## config.mk

```make
export PLATFORM = sky130hd
export DESIGN_NAME = video_char_gen
export DESIGN_NICKNAME = d
export VERILOG_FILES = /design/src/rtl/video_pkg.sv /design/src/rtl/video_shifter.sv /design/src/rtl/video_char_gen.sv
export SDC_FILE = /design/constraint.sdc
export NUM_CORES = 1
export LEC_CHECK = 0
export ABC_CLOCK_PERIOD_IN_PS = 5100
export BUFFER_PORTS_ARGS = -buffer_cell sky130_fd_sc_hd__buf_2
export CAP_MARGIN = 20
export CORE_MARGIN = 2
export CORE_UTILIZATION = 45
export CTS_CLUSTER_DIAMETER = 60
export DETAILED_ROUTE_END_ITERATION = 6
export PLACE_DENSITY = 0.74
export SYNTH_ARGS = -nofsm -noshare
export SYNTH_HDL_FRONTEND = slang
export SYNTH_HIERARCHICAL = 1
export SYNTH_SLANG_ARGS = --single-unit
```

## constraint.sdc

```tcl
create_clock -name sys_clock_i -period 5.1 [get_ports sys_clock_i]
set_clock_uncertainty 0.05 [all_clocks]
set_input_delay 0.51 -clock sys_clock_i [delete_from_list [all_inputs] [get_ports sys_clock_i]]
set_output_delay 0.51 -clock sys_clock_i [all_outputs]
set_load 0.01 [all_outputs]
```

## src/rtl/video_pkg.sv

```systemverilog
// Shared types and constants for the character-mode video generator.
package video_pkg;

   typedef enum logic [1:0] {
      IDLE    = 2'd0,
      VRAM_RD = 2'd1,
      CG_RD   = 2'd2,
      DONE    = 2'd3
   } fetch_state_t;

   localparam int   PIXELS_PER_CHAR_DEF = 8;
   localparam logic MEM_SEL_VRAM        = 1'b0;
   localparam logic MEM_SEL_CG          = 1'b1;

endpackage

```

## src/rtl/video_shifter.sv

```systemverilog
// Pixel shift register: parallel load of one glyph row, MSB-first shift-out,
// optional inversion (rvs) and blanking by display enable.
module video_shifter #(
   parameter int WIDTH = 8
) (
   input  logic             i_clk,
   input  logic             i_rst_n,
   input  logic             i_load,
   input  logic             i_shift,
   input  logic [WIDTH-1:0] i_load_data,
   input  logic             i_load_rvs,
   input  logic             i_de,
   output logic             o_video
);

   logic [WIDTH-1:0] r_shift;
   logic             r_rvs;

   always_ff @(posedge i_clk or negedge i_rst_n) begin
      if (!i_rst_n) begin
         r_shift <= '0;
         r_rvs   <= 1'b0;
      end else if (i_load) begin
         r_shift <= i_load_data;
         r_rvs   <= i_load_rvs;
      end else if (i_shift) begin
         r_shift <= {r_shift[WIDTH-2:0], 1'b0};
      end
   end

   assign o_video = i_de & (r_shift[WIDTH-1] ^ r_rvs);

endmodule

```

## src/rtl/video_char_gen.sv

```systemverilog
// Character generator: per character clock fetches the screen code from VRAM and the
// glyph row from the chargen over a req/ack bus, then drives the pixel shifter.
module video_char_gen
   import video_pkg::*;
#(
   parameter int PIXELS_PER_CHAR = PIXELS_PER_CHAR_DEF,
   parameter int VRAM_ADDR_WIDTH = 11,
   parameter int CG_ADDR_WIDTH   = 11
) (
   input  logic                     sys_clock_i,
   input  logic                     reset_ni,
   input  logic                     cclk_en_i,
   input  logic                     pix_en_i,
   input  logic [13:0]              ma_i,
   input  logic [4:0]               ra_i,
   input  logic                     de_i,
   input  logic                     h_sync_i,
   input  logic                     v_sync_i,
   input  logic                     gfx_i,
   output logic                     mem_req_o,
   output logic                     mem_sel_o,
   output logic [CG_ADDR_WIDTH-1:0] mem_addr_o,
   input  logic [7:0]               mem_data_i,
   input  logic                     mem_ack_i,
   output logic                     video_o,
   output logic                     h_sync_o,
   output logic                     v_sync_o,
   output logic                     de_o,
   output logic                     underrun_o
);

   fetch_state_t r_state, w_state_next;
   logic         r_abort, w_abort_next;
   logic         r_req, w_req_next;
   logic         r_sel, w_sel_next;
   logic [CG_ADDR_WIDTH-1:0] r_addr, w_addr_next;
   logic         w_code_load, w_pat_load, w_pat_clear;

   logic         r_ta12_q, r_de_q, r_hs_q, r_vs_q, r_gfx_q;
   logic [4:0]   r_ra_q;
   logic         r_code_msb;
   logic [PIXELS_PER_CHAR-1:0] r_pattern;
   logic         r_de_o, r_hs_o, r_vs_o, r_underrun;

   logic [CG_ADDR_WIDTH-1:0]   w_vram_addr, w_cg_addr;
   logic                       w_busy, w_in_done, w_load_rvs;
   logic [PIXELS_PER_CHAR-1:0] w_load_data;
   logic                       w_unused_ma;

   assign w_unused_ma = ^{ma_i[13], ma_i[11]};
   assign w_busy      = (r_state == VRAM_RD) || (r_state == CG_RD);
   assign w_in_done   = (r_state == DONE);

   // The VRAM address comes from the live MA because it is captured on the same edge.
   always_comb begin
      w_vram_addr = '0;
      w_vram_addr[VRAM_ADDR_WIDTH-1:0] = ma_i[VRAM_ADDR_WIDTH-1:0];
      w_cg_addr = '0;
      w_cg_addr[10:0] = {r_gfx_q, mem_data_i[6:0], r_ra_q[2:0]};
   end

   always_ff @(posedge sys_clock_i or negedge reset_ni) begin
      if (!reset_ni) begin
         r_state <= IDLE;
         r_abort <= 1'b0;
         r_req   <= 1'b0;
         r_sel   <= 1'b0;
         r_addr  <= '0;
      end else begin
         r_state <= w_state_next;
         r_abort <= w_abort_next;
         r_req   <= w_req_next;
         r_sel   <= w_sel_next;
         r_addr  <= w_addr_next;
      end
   end

   // A missed deadline marks the fetch aborted; it still runs to its ack, then idles.
   always_comb begin
      w_state_next = r_state;
      w_abort_next = r_abort;
      w_req_next   = r_req;
      w_sel_next   = r_sel;
      w_addr_next  = r_addr;
      w_code_load  = 1'b0;
      w_pat_load   = 1'b0;
      w_pat_clear  = 1'b0;
      case (r_state)
         IDLE, DONE: begin
            if (cclk_en_i) begin
               w_state_next = VRAM_RD;
               w_req_next   = 1'b1;
               w_sel_next   = MEM_SEL_VRAM;
               w_addr_next  = w_vram_addr;
            end
         end
         VRAM_RD: begin
            if (cclk_en_i) w_abort_next = 1'b1;
            if (mem_ack_i) begin
               w_req_next = 1'b0;
               if (r_abort || cclk_en_i) begin
                  w_state_next = IDLE;
                  w_abort_next = 1'b0;
               end else begin
                  w_code_load = 1'b1;
                  if (r_ra_q[4:3] != 2'b00) begin
                     w_pat_clear  = 1'b1;
                     w_state_next = DONE;
                  end else begin
                     w_state_next = CG_RD;
                     w_req_next   = 1'b1;
                     w_sel_next   = MEM_SEL_CG;
                     w_addr_next  = w_cg_addr;
                  end
               end
            end
         end
         CG_RD: begin
            if (cclk_en_i) w_abort_next = 1'b1;
            if (mem_ack_i) begin
               w_req_next = 1'b0;
               if (r_abort || cclk_en_i) begin
                  w_state_next = IDLE;
                  w_abort_next = 1'b0;
               end else begin
                  w_pat_load   = 1'b1;
                  w_state_next = DONE;
               end
            end
         end
         default: w_state_next = IDLE;
      endcase
   end

   // Stage-1 capture and stage-2 output advance share the cclk edge; stage-2 reads old stage-1.
   always_ff @(posedge sys_clock_i or negedge reset_ni) begin
      if (!reset_ni) begin
         r_ta12_q   <= 1'b0;
         r_ra_q     <= '0;
         r_de_q     <= 1'b0;
         r_hs_q     <= 1'b0;
         r_vs_q     <= 1'b0;
         r_gfx_q    <= 1'b0;
         r_code_msb <= 1'b0;
         r_pattern  <= '0;
         r_de_o     <= 1'b0;
         r_hs_o     <= 1'b0;
         r_vs_o     <= 1'b0;
         r_underrun <= 1'b0;
      end else begin
         if (cclk_en_i) begin
            r_ta12_q <= ma_i[12];
            r_ra_q   <= ra_i;
            r_de_q   <= de_i;
            r_hs_q   <= h_sync_i;
            r_vs_q   <= v_sync_i;
            r_gfx_q  <= gfx_i;
            r_de_o   <= r_de_q;
            r_hs_o   <= r_hs_q;
            r_vs_o   <= r_vs_q;
            if (w_busy) r_underrun <= 1'b1;
         end
         if (w_code_load) r_code_msb <= mem_data_i[7];
         if (w_pat_load) begin
            r_pattern <= mem_data_i[PIXELS_PER_CHAR-1:0];
         end else if (w_pat_clear) begin
            r_pattern <= '0;
         end
      end
   end

   // Anything other than a finished fetch loads a blank, non-inverted row.
   assign w_load_data = w_in_done ? r_pattern : '0;
   assign w_load_rvs  = w_in_done & (r_code_msb ^ ~r_ta12_q);

   video_shifter #(.WIDTH(PIXELS_PER_CHAR)) u_shifter (
      .i_clk       (sys_clock_i),
      .i_rst_n     (reset_ni),
      .i_load      (cclk_en_i),
      .i_shift     (pix_en_i & ~cclk_en_i),
      .i_load_data (w_load_data),
      .i_load_rvs  (w_load_rvs),
      .i_de        (r_de_o),
      .o_video     (video_o)
   );

   assign mem_req_o  = r_req;
   assign mem_sel_o  = r_sel;
   assign mem_addr_o = r_addr;
   assign de_o       = r_de_o;
   assign h_sync_o   = r_hs_o;
   assign v_sync_o   = r_vs_o;
   assign underrun_o = r_underrun;

endmodule
```

==> results.sh <==
export IMPL_via_per_inst=4.92
export IMPL_die_w_um=73.9
export IMPL_final_nets=267
export IMPL_cts_resized=0
export IMPL_coreArea_um2=4720
export IMPL_max_freq_mhz=484
export IMPL_path_class="flip-flop to flip-flop"
export IMPL_io_pins=54
export IMPL_cts_setup_buffers=0
export IMPL_yosysTopAreaCell="dfrtp_1"
export IMPL_drtPass1Iterations=4
export IMPL_synthTopCellsByArea="dfrtp_1 55%, mux2_1 7.2%, o221a_1 5.6%"
export IMPL_power_density_nw_per_um2=466
export IMPL_status="completed"
export IMPL_drtIter0Drc=90
export IMPL_synth_edf_count=0
export IMPL_drive_gt1_share_pct=33.5
export IMPL_grt_pass1_vias=1423
export IMPL_antenna_found_initial=0
export IMPL_ff2ff_setup_slack_ns=3.03
export IMPL_grt_pass1_wl_mm=6.75
export IMPL_synth_fp_nets=216
export IMPL_cts_buffers=5
export IMPL_htree_levels=2
export IMPL_end_kind="flip-flop"
export IMPL_seq_area_um2=1200
export IMPL_start_kind="flip-flop"
export IMPL_num_fill_cells=432
export IMPL_period_share_pct=40.5
export IMPL_clk_latency_ns=0.29
export IMPL_dp_cells=285
export IMPL_portBuffers=51
export IMPL_max_cap_violations=0
export IMPL_cts_buffer_depth=2
export IMPL_cts_tree="done"
export IMPL_clkSinkCount=48
export IMPL_drv_slew=0
export IMPL_rsz0062_at_grt="false"
export IMPL_ant_nets=0
export IMPL_worstPathMaxFanout=13
export IMPL_cts_hold_buf=0
export IMPL_syn2layout_area_growth_pct=18.6
export IMPL_synth_area_um2=2200
export IMPL_clkSlewWorstSetupHoldPaths_ns=0.08
export IMPL_grt_max_degree=49
export IMPL_synth_top_area_share_pct=54.7
export IMPL_fin_setup_tns_ns=0
export IMPL_wl_per_cell_um=13.4
export IMPL_yosys_warnings=6
export IMPL_reg2regPathDepth=5
export IMPL_ir_drop_uv=230
export IMPL_instances_no_fill=294
export IMPL_p_leak_nw=1.20
export IMPL_yosys_most_used_dff="dfrtp_1"
export IMPL_yosysUniqueCellTypes=35
export IMPL_setup_viol=0
export IMPL_synth_seq_area_share_pct=54.7
export IMPL_die_y_um=73.9
export IMPL_drc=0
export IMPL_place_hpwl_mm=2.78
export IMPL_mostFrequentLayoutCell="buf_2"
export IMPL_final_cell_mix="51 x buf_2, 48 x dfrtp_1, 14 x mux2_1"
export IMPL_avgSynthCellArea_um2=12.5
export IMPL_die_area_um2=5450
export IMPL_diodes=0
export IMPL_cp_arrival_ns=2.25
export IMPL_fp_row_count=25
export IMPL_grt_overflow=0
export IMPL_period_needed_ns=2.07
export IMPL_multi_input_area_um2=917
export IMPL_async_flop_share_pct=100
export IMPL_finalHoldViolations=0
export IMPL_synth_seq_cells=48
export IMPL_grtUsageTotal_pct=16.5
export IMPL_cts_root_buffer="clkbuf_8"
export IMPL_worst_slew_pin_slew_ns=0.748
export IMPL_max_slew_margin_pct=50.1
export IMPL_initial_core_util_pct=46.5
export IMPL_netlist_instances=175
export IMPL_wirelength_mm=3.94
export IMPL_gp_congestion=0.900
export IMPL_fin_hold_ws_ns=0.0615
export IMPL_vias=1446
export IMPL_min_delay_path_class="input pin to async pin"
export IMPL_worstPathRequired_ns=5.28
layer usage:
layer / GRT usage, % / up-vias / part of all wire, %
met4: 6.06 / 0 / 1.7
met1: 22.9 / 685 / 50
met5: 0 / - / 0
met3: 3.70 / 6 / 3.6
li1: - / 724 / -
met2: 25.2 / 31 / 45
critical path, stage by stage (launching register included):
cell and delay (ns):
dfrtp_1 0.43, inv_1 0.09, ha_1 0.44, nand3b_2 0.24, a21bo_1 0.49, o221a_1 0.26
cell usage after synthesis, types with 2 or more instances:
cell	n
o21ai_1	3
a21oi_1	2
nand2_1	9
and2_1	11
o21ai_0	10
ha_1	5
or2_2	11
mux2i_1	7
buf_4	3
a22o_1	8
dfrtp_1	48
buf_2	2
nor2b_1	2
o221a_1	11
buf_6	2
mux2_1	14
nor2_1	5
inv_1	5
flip-flops by register name (all words and copies together), names as in the netlist, 2 cells and up:
register / cells
u_shifter/r_shift: 8
r_ra_q: 5
mem_addr_o: 11
r_pattern: 8
r_state: 2
cells by family (layout without fill, tap and decap cells):
| kind of cell | after synthesis | in the layout | synth area share (%) |
|---|---|---|---|
| AND/OR/NAND/NOR | 43 | 43 | 12.0 |
| AO/OA/AOI/OAI | 42 | 42 | 15.3 |
| flip-flops | 48 | 48 | 54.7 |
| adder cells (fa/ha/maj) | 5 | 5 | 2.85 |
| buffers and inverters | 13 | 65 | 3.53 |
| multiplexers | 22 | 22 | 10.9 |
| XOR/XNOR | 2 | 2 | 0.798 |
worst paths after layout:
check,startpoint,to
worst max-delay path,r_state[0]$_DFFE_PN0P_,mem_addr_o[6]$_DFFE_PN0P_
worst min-delay path,reset_ni,r_hs_q$_DFFE_PN0P_
worst max register to register,r_state[0]$_DFFE_PN0P_,mem_addr_o[6]$_DFFE_PN0P_
worst min register to register,underrun_o$_DFFE_PN0P_,underrun_o$_DFFE_PN0P_
max in group asynchronous,reset_ni,r_ra_q[0]$_DFFE_PN0P_
min in group sys_clock_i,v_sync_i,r_vs_q$_DFFE_PN0P_
layout make-up:
cell class              count  area share, %
clock buffers               6           2.79
clock inverters             2           1.35
inverters                   5          0.721
multi-input cells         114           35.2
flip-flops and latches     48           46.1
well taps                  67           3.22
repair buffers             52           10.6
metrics by stage:
stage | setup WS [ns] | instance area (um^2) | power [mW] | utilization [%]
after global routing | 2.90 | 2600 | 1.30 | 55.1
after global placement | 2.80 | 2480 | 0.942 | 52.4
final | 3.03 | 2600 | 1.21 | 55.1
after detailed placement | 2.76 | 2480 | 0.955 | 52.4
after CTS | 2.99 | 2580 | 1.22 | 54.7
after floorplan | 3.31 | 2200 | 0.827 | -
power breakdown:
group	total (mW)	switching (mW)	internal [mW]
Clock	0.267	0.121	0.146
Sequential	0.553	0.0662	0.487
Combinational	0.392	0.191	0.201
Total	1.21	0.379	0.834
No activity file was read; power rests on OpenSTA's default activity.
